## src/rtl/uart_rx.sv

```systemverilog
// 8N1 UART receiver with a valid/ready holding register; baud timing from CLKS_PER_BIT.
// Optional even-parity bit and parity_err output when UART_RX_PARITY_EN is defined.
module uart_rx #(
    parameter int unsigned CLKS_PER_BIT = 16,
    parameter int unsigned DATA_BITS    = 8
) (
    input  logic                 clk,
    input  logic                 rst,
    input  logic                 uart_rx_in,
    output logic [DATA_BITS-1:0] rx_data,
    output logic                 rx_valid,
    input  logic                 rx_ready,
    output logic                 frame_err,
    output logic                 overrun_err,
    output logic                 busy
`ifdef UART_RX_PARITY_EN
    ,
    output logic                 parity_err
`endif
);

    localparam int unsigned CNT_W = $clog2(CLKS_PER_BIT);
    localparam int unsigned IDX_W = $clog2(DATA_BITS);
    localparam logic [CNT_W-1:0] CNT_LAST = CNT_W'(CLKS_PER_BIT - 1);
    localparam logic [CNT_W-1:0] CNT_HALF = CNT_W'(CLKS_PER_BIT / 2 - 1);
    localparam logic [IDX_W-1:0] IDX_LAST = IDX_W'(DATA_BITS - 1);

    typedef enum logic [2:0] {
        IDLE,
        START,
        DATA,
`ifdef UART_RX_PARITY_EN
        PARITY,
`endif
        STOP
    } state_t;

    state_t               state, state_n;
    logic                 rx_meta, rx_sync, rx_prev;
    logic [CNT_W-1:0]     cnt, cnt_n;
    logic [IDX_W-1:0]     bit_idx, bit_idx_n;
    logic [DATA_BITS-1:0] shreg, shreg_n;
    logic [DATA_BITS-1:0] rx_data_n;
    logic                 rx_valid_n, frame_err_n, overrun_err_n, busy_n;
    logic                 par_fail;
`ifdef UART_RX_PARITY_EN
    logic                 par_bit, par_bit_n, parity_err_n;
`endif

    // State, synchronizer and registered outputs
    always_ff @(posedge clk) begin
        if (rst) begin
            rx_meta     <= 1'b1;
            rx_sync     <= 1'b1;
            rx_prev     <= 1'b1;
            state       <= IDLE;
            cnt         <= '0;
            bit_idx     <= '0;
            shreg       <= '0;
            rx_data     <= '0;
            rx_valid    <= 1'b0;
            frame_err   <= 1'b0;
            overrun_err <= 1'b0;
            busy        <= 1'b0;
`ifdef UART_RX_PARITY_EN
            par_bit     <= 1'b0;
            parity_err  <= 1'b0;
`endif
        end else begin
            rx_meta     <= uart_rx_in;
            rx_sync     <= rx_meta;
            rx_prev     <= rx_sync;
            state       <= state_n;
            cnt         <= cnt_n;
            bit_idx     <= bit_idx_n;
            shreg       <= shreg_n;
            rx_data     <= rx_data_n;
            rx_valid    <= rx_valid_n;
            frame_err   <= frame_err_n;
            overrun_err <= overrun_err_n;
            busy        <= busy_n;
`ifdef UART_RX_PARITY_EN
            par_bit     <= par_bit_n;
            parity_err  <= parity_err_n;
`endif
        end
    end

    // Next-state and output logic
    always_comb begin
        state_n       = state;
        cnt_n         = cnt;
        bit_idx_n     = bit_idx;
        shreg_n       = shreg;
        rx_data_n     = rx_data;
        rx_valid_n    = rx_valid & ~rx_ready;
        frame_err_n   = 1'b0;
        overrun_err_n = 1'b0;
        par_fail      = 1'b0;
`ifdef UART_RX_PARITY_EN
        par_bit_n     = par_bit;
        parity_err_n  = 1'b0;
`endif

        case (state)
            IDLE: begin
                if (rx_prev && !rx_sync) begin
                    state_n = START;
                    cnt_n   = '0;
                end
            end
            START: begin
                // Mid start bit: a high sample means the edge was a glitch
                if (cnt == CNT_HALF) begin
                    cnt_n     = '0;
                    bit_idx_n = '0;
                    state_n   = rx_sync ? IDLE : DATA;
                end else begin
                    cnt_n = cnt + 1'b1;
                end
            end
            DATA: begin
                if (cnt == CNT_LAST) begin
                    cnt_n   = '0;
                    shreg_n = {rx_sync, shreg[DATA_BITS-1:1]};
                    if (bit_idx == IDX_LAST) begin
`ifdef UART_RX_PARITY_EN
                        state_n = PARITY;
`else
                        state_n = STOP;
`endif
                    end else begin
                        bit_idx_n = bit_idx + 1'b1;
                    end
                end else begin
                    cnt_n = cnt + 1'b1;
                end
            end
`ifdef UART_RX_PARITY_EN
            PARITY: begin
                if (cnt == CNT_LAST) begin
                    cnt_n     = '0;
                    par_bit_n = rx_sync;
                    state_n   = STOP;
                end else begin
                    cnt_n = cnt + 1'b1;
                end
            end
`endif
            STOP: begin
                if (cnt == CNT_LAST) begin
                    cnt_n   = '0;
                    state_n = IDLE;
`ifdef UART_RX_PARITY_EN
                    par_fail     = ^{shreg, par_bit};
                    parity_err_n = par_fail;
`endif
                    frame_err_n = ~rx_sync;
                    // Load when empty or drained this cycle, else drop and flag overrun
                    if (rx_sync && !par_fail) begin
                        if (!rx_valid || rx_ready) begin
                            rx_data_n  = shreg;
                            rx_valid_n = 1'b1;
                        end else begin
                            overrun_err_n = 1'b1;
                        end
                    end
                end else begin
                    cnt_n = cnt + 1'b1;
                end
            end
            default: state_n = IDLE;
        endcase

        busy_n = (state_n != IDLE);
    end

endmodule

```

## config.mk

```make
export PLATFORM = sky130hd
export DESIGN_NAME = uart_rx
export DESIGN_NICKNAME = d
export VERILOG_FILES = /design/src/rtl/uart_rx.sv
export SDC_FILE = /design/constraint.sdc
export NUM_CORES = 1
export LEC_CHECK = 0
export CAP_MARGIN = 20
export CORE_ASPECT_RATIO = 1.4
export CORE_UTILIZATION = 40
export CTS_CLUSTER_SIZE = 40
export DETAILED_ROUTE_END_ITERATION = 8
export GPL_TIMING_DRIVEN = 0
export PLACE_DENSITY_LB_ADDON = 0.15
export SLEW_MARGIN = 20
export SYNTH_ARGS = -nofsm -noshare
export SYNTH_HDL_FRONTEND = slang
export SYNTH_SLANG_ARGS = --single-unit
```

## constraint.sdc

```tcl
create_clock -name clk -period 1.6 [get_ports clk]
set_input_delay 0.16 -clock clk [delete_from_list [all_inputs] [get_ports clk]]
set_output_delay 0.16 -clock clk [all_outputs]
set_load 0.1 [all_outputs]
```

==> out/qor.yml <==
vdd_drop_max_uv: 738
place_hpwl_um: 1810
synth.area.mux_share_pct: 8.69
async_flop_share_pct: 0
antenna_left: 0
multi_input_comb_area_um2: 658
synth-simple-area-share_pct: 24.2
yosys.area_share.adder_pct: 2.71
cp_cell_sequence: "clkdlybuf4s15_1"
clk_path_buf_depth: 2
cts_tree: "built"
clock-sinks: 33
worstHoldStart: "rx_meta"
io-pin-count: 16
powerDensity_nw_per_um2: 846
synth_top_family_by_area: "simple AND/OR/NAND/NOR gates"
port_buffers: 15
synth_top_cell_by_area: "dfxtp_1"
crit_arrival_ns: 1.41
syn-cell-area_um2: 1380
seqCellArea_um2: 672
synth_seq_cells: 33
synth_edf_count: 0
path_clk_slew_ns: 0.06
hp-class: "reg -> reg"
die_w_um: 51.7
seq_area_frac_synth_pct: 47.8
crit_family: "buffers and inverters"
max-slew-margin-rel_pct: 37.2
startpoint: "busy"
synth_compound_area_share_pct: 9.59
nNetsFinal: 174
synth_nets: 149
reg2reg_from: "cnt[1]"
status: "finished, final reports clean"
drc: 0
placed_area_um2: 1590
cp-start-kind: "flop"
clock_skew_ns: 0.00279
worstPathMaxFanout: 1
yosysTopAreaCellShare_pct: 47.8
final_layout_size_suffix_gt1_share_pct: 25.6
via_per_inst: 5.05
place.gp.congestion: 0.838
cts_htree_levels: 2
num_rows: 24
overflow: 0
num_antenna_cells: 0
nFillCells: 305
leakage_uw: 0.000621
die_y_um: 71.6
synthToLayoutAreaGrowth_pct: 24.1
synthCells: 142
period_share_pct: 98.0
synthDistinctLibCells: 39
syn_area_per_cell_um2: 9.74
clock_latency_ns: 0.28
final_area_um2: 1720
cp_num_buf_inv: 1
drtPass1Iterations: 4
cts_inserted_buffers: 5
ctsHoldBuffers: 0
period_minus_slack_ns: 1.57
ys_warn_count: 0
max_freq_mhz: 638
worst_pin_slew_ns: 0.946
crit_path_end_kind: "output pin"
grt_usage_pct: 16.5
slowest_stage: "clkdlybuf4s15_1"
num_vias: 1045
max_cap_violations: 0
power.total_uw: 1450
grt_max_degree: 11
crit_type: "reg -> out"
dieArea_um2: 3700
cpPeakStageDelay_ns: 0.81
grt_pass1_wl_um: 4440
yosys.area_share.xor_xnor_pct: 0.633
start_util_pct: 43.0
synth-main-ff-cell: "dfxtp_1"
wirelength_um: 2570
hold_viol: 0
slew_viol_final: 0
synth.area.top_cells: "dfxtp_1 48%, mux2i_1 8.7%, nand2_1 6.0%, a21oi_1 3.6%, nor2_1 3.3%"
rsz0062_at_grt: "yes"
worstPathRequired_ns: 1.44
grt_antenna_before_repair: 0
routedWlPerCell_um: 12.4
setup_viol: 0
holdWs_ns: 0.412
drt_iter0_markers: 15
grt_pass1_vias: 1062
core_area_um2: 3210
cts-root-buf: "clkbuf_8"
## metal layers
layer / up-vias / track usage, % / share of wire (%)
li1: 531 / - / -
met1: 485 / 16.7 / 39
met2: 23 / 29.0 / 55
met3: 6 / 5.94 / 4.2
met4: 0 / 7.81 / 2.1
met5: - / 0 / 0
## area by class of cell
type / instances / share of cell area, %
Sequential cell: 33 / 39.2
Multi-Input combinational cell: 98 / 38.4
Timing Repair Buffer: 19 / 10.5
Clock buffer: 8 / 4.67
Buffer: 8 / 4.01
Tap cell: 39 / 2.84
Inverter: 2 / 0.438
## metrics by stage
| step | setup TNS (ns) | std cells | util [%] | worst slack (ns) |
|---|---|---|---|---|
| finish | 0 | 207 | 53.4 | 0.0318 |
| global route | 0 | 207 | 53.4 | 0.00125 |
| CTS | 0 | 205 | 53.0 | 0.00138 |
| detailed placement | -1.75 | 196 | 49.3 | -0.144 |
| global placement | -0.923 | 196 | 49.3 | -0.0744 |
| floorplan | 0 | 142 | - | 0.0465 |
## repair_timing
action                                  in CTS  in global routing
setup buffers                                1                  3
endpoints found under the setup margin      33                 25
gates resized for setup                     35                 10
pin swaps                                    2                  3
## cell usage after synthesis (all sizes together) (3+ instances only)
cell    number
buf          4
a21oi       11
clkbuf       3
nor2        12
nand2b       7
nor3         6
ha           3
nand2       22
or2          3
dfxtp       33
mux2i       12
## cells by family (layout without fill, tap and decap cells)
logic type	after synthesis	after routing
AND/OR/NAND/NOR	61	61
flip-flops	33	33
AO/OA/AOI/OAI	20	20
multiplexers	12	12
buffers and inverters	11	37
adder cells (fa/ha/maj)	3	3
other	1	1
XOR/XNOR	1	1
## sequential cells by signal, summed over array words and instances, names as in the netlist
signal and cells:
busy 1, rx_sync 1, cnt 4, bit_idx 3, rx_meta 1, shreg 8
frame_err 1, state 3, rx_valid 1, rx_prev 1, overrun_err 1, rx_data 8
## final timing paths
kind                            endpoint  slack [ns]  cells after the start
worst max-delay path                busy        0.03                      1
worst min-delay path             rx_sync        0.41                      1
worst max register to register      busy        0.10                      6
worst min register to register   rx_sync        0.41                      1
## power by group
part	switching (µW)	internal, µW	leakage, µW
Combinational	26.6	18.9	0.000311
Sequential	3.47	824	0.000270
Clock	270	308	0.0000395
## cells in the final DEF, fill, tap and decap left out, types with 2 or more instances in the layout
cell type	instances
a21oi_1	10
a31oi_1	2
buf_4	6
buf_6	2
clkbuf_1	4
clkbuf_2	2
clkbuf_8	6
clkdlybuf4s15_1	2
clkdlybuf4s15_2	8
clkdlybuf4s50_1	3
dfxtp_1	28
dfxtp_2	3
dfxtp_4	2
ha_1	2
inv_1	2
mux2i_1	12
nand2_1	22
nand2b_1	6
nand3_1	2
nor2_1	12
nor3_1	5
nor4_1	2
or2_2	3
or3_2	2
(Power assumes the default switching activity.)
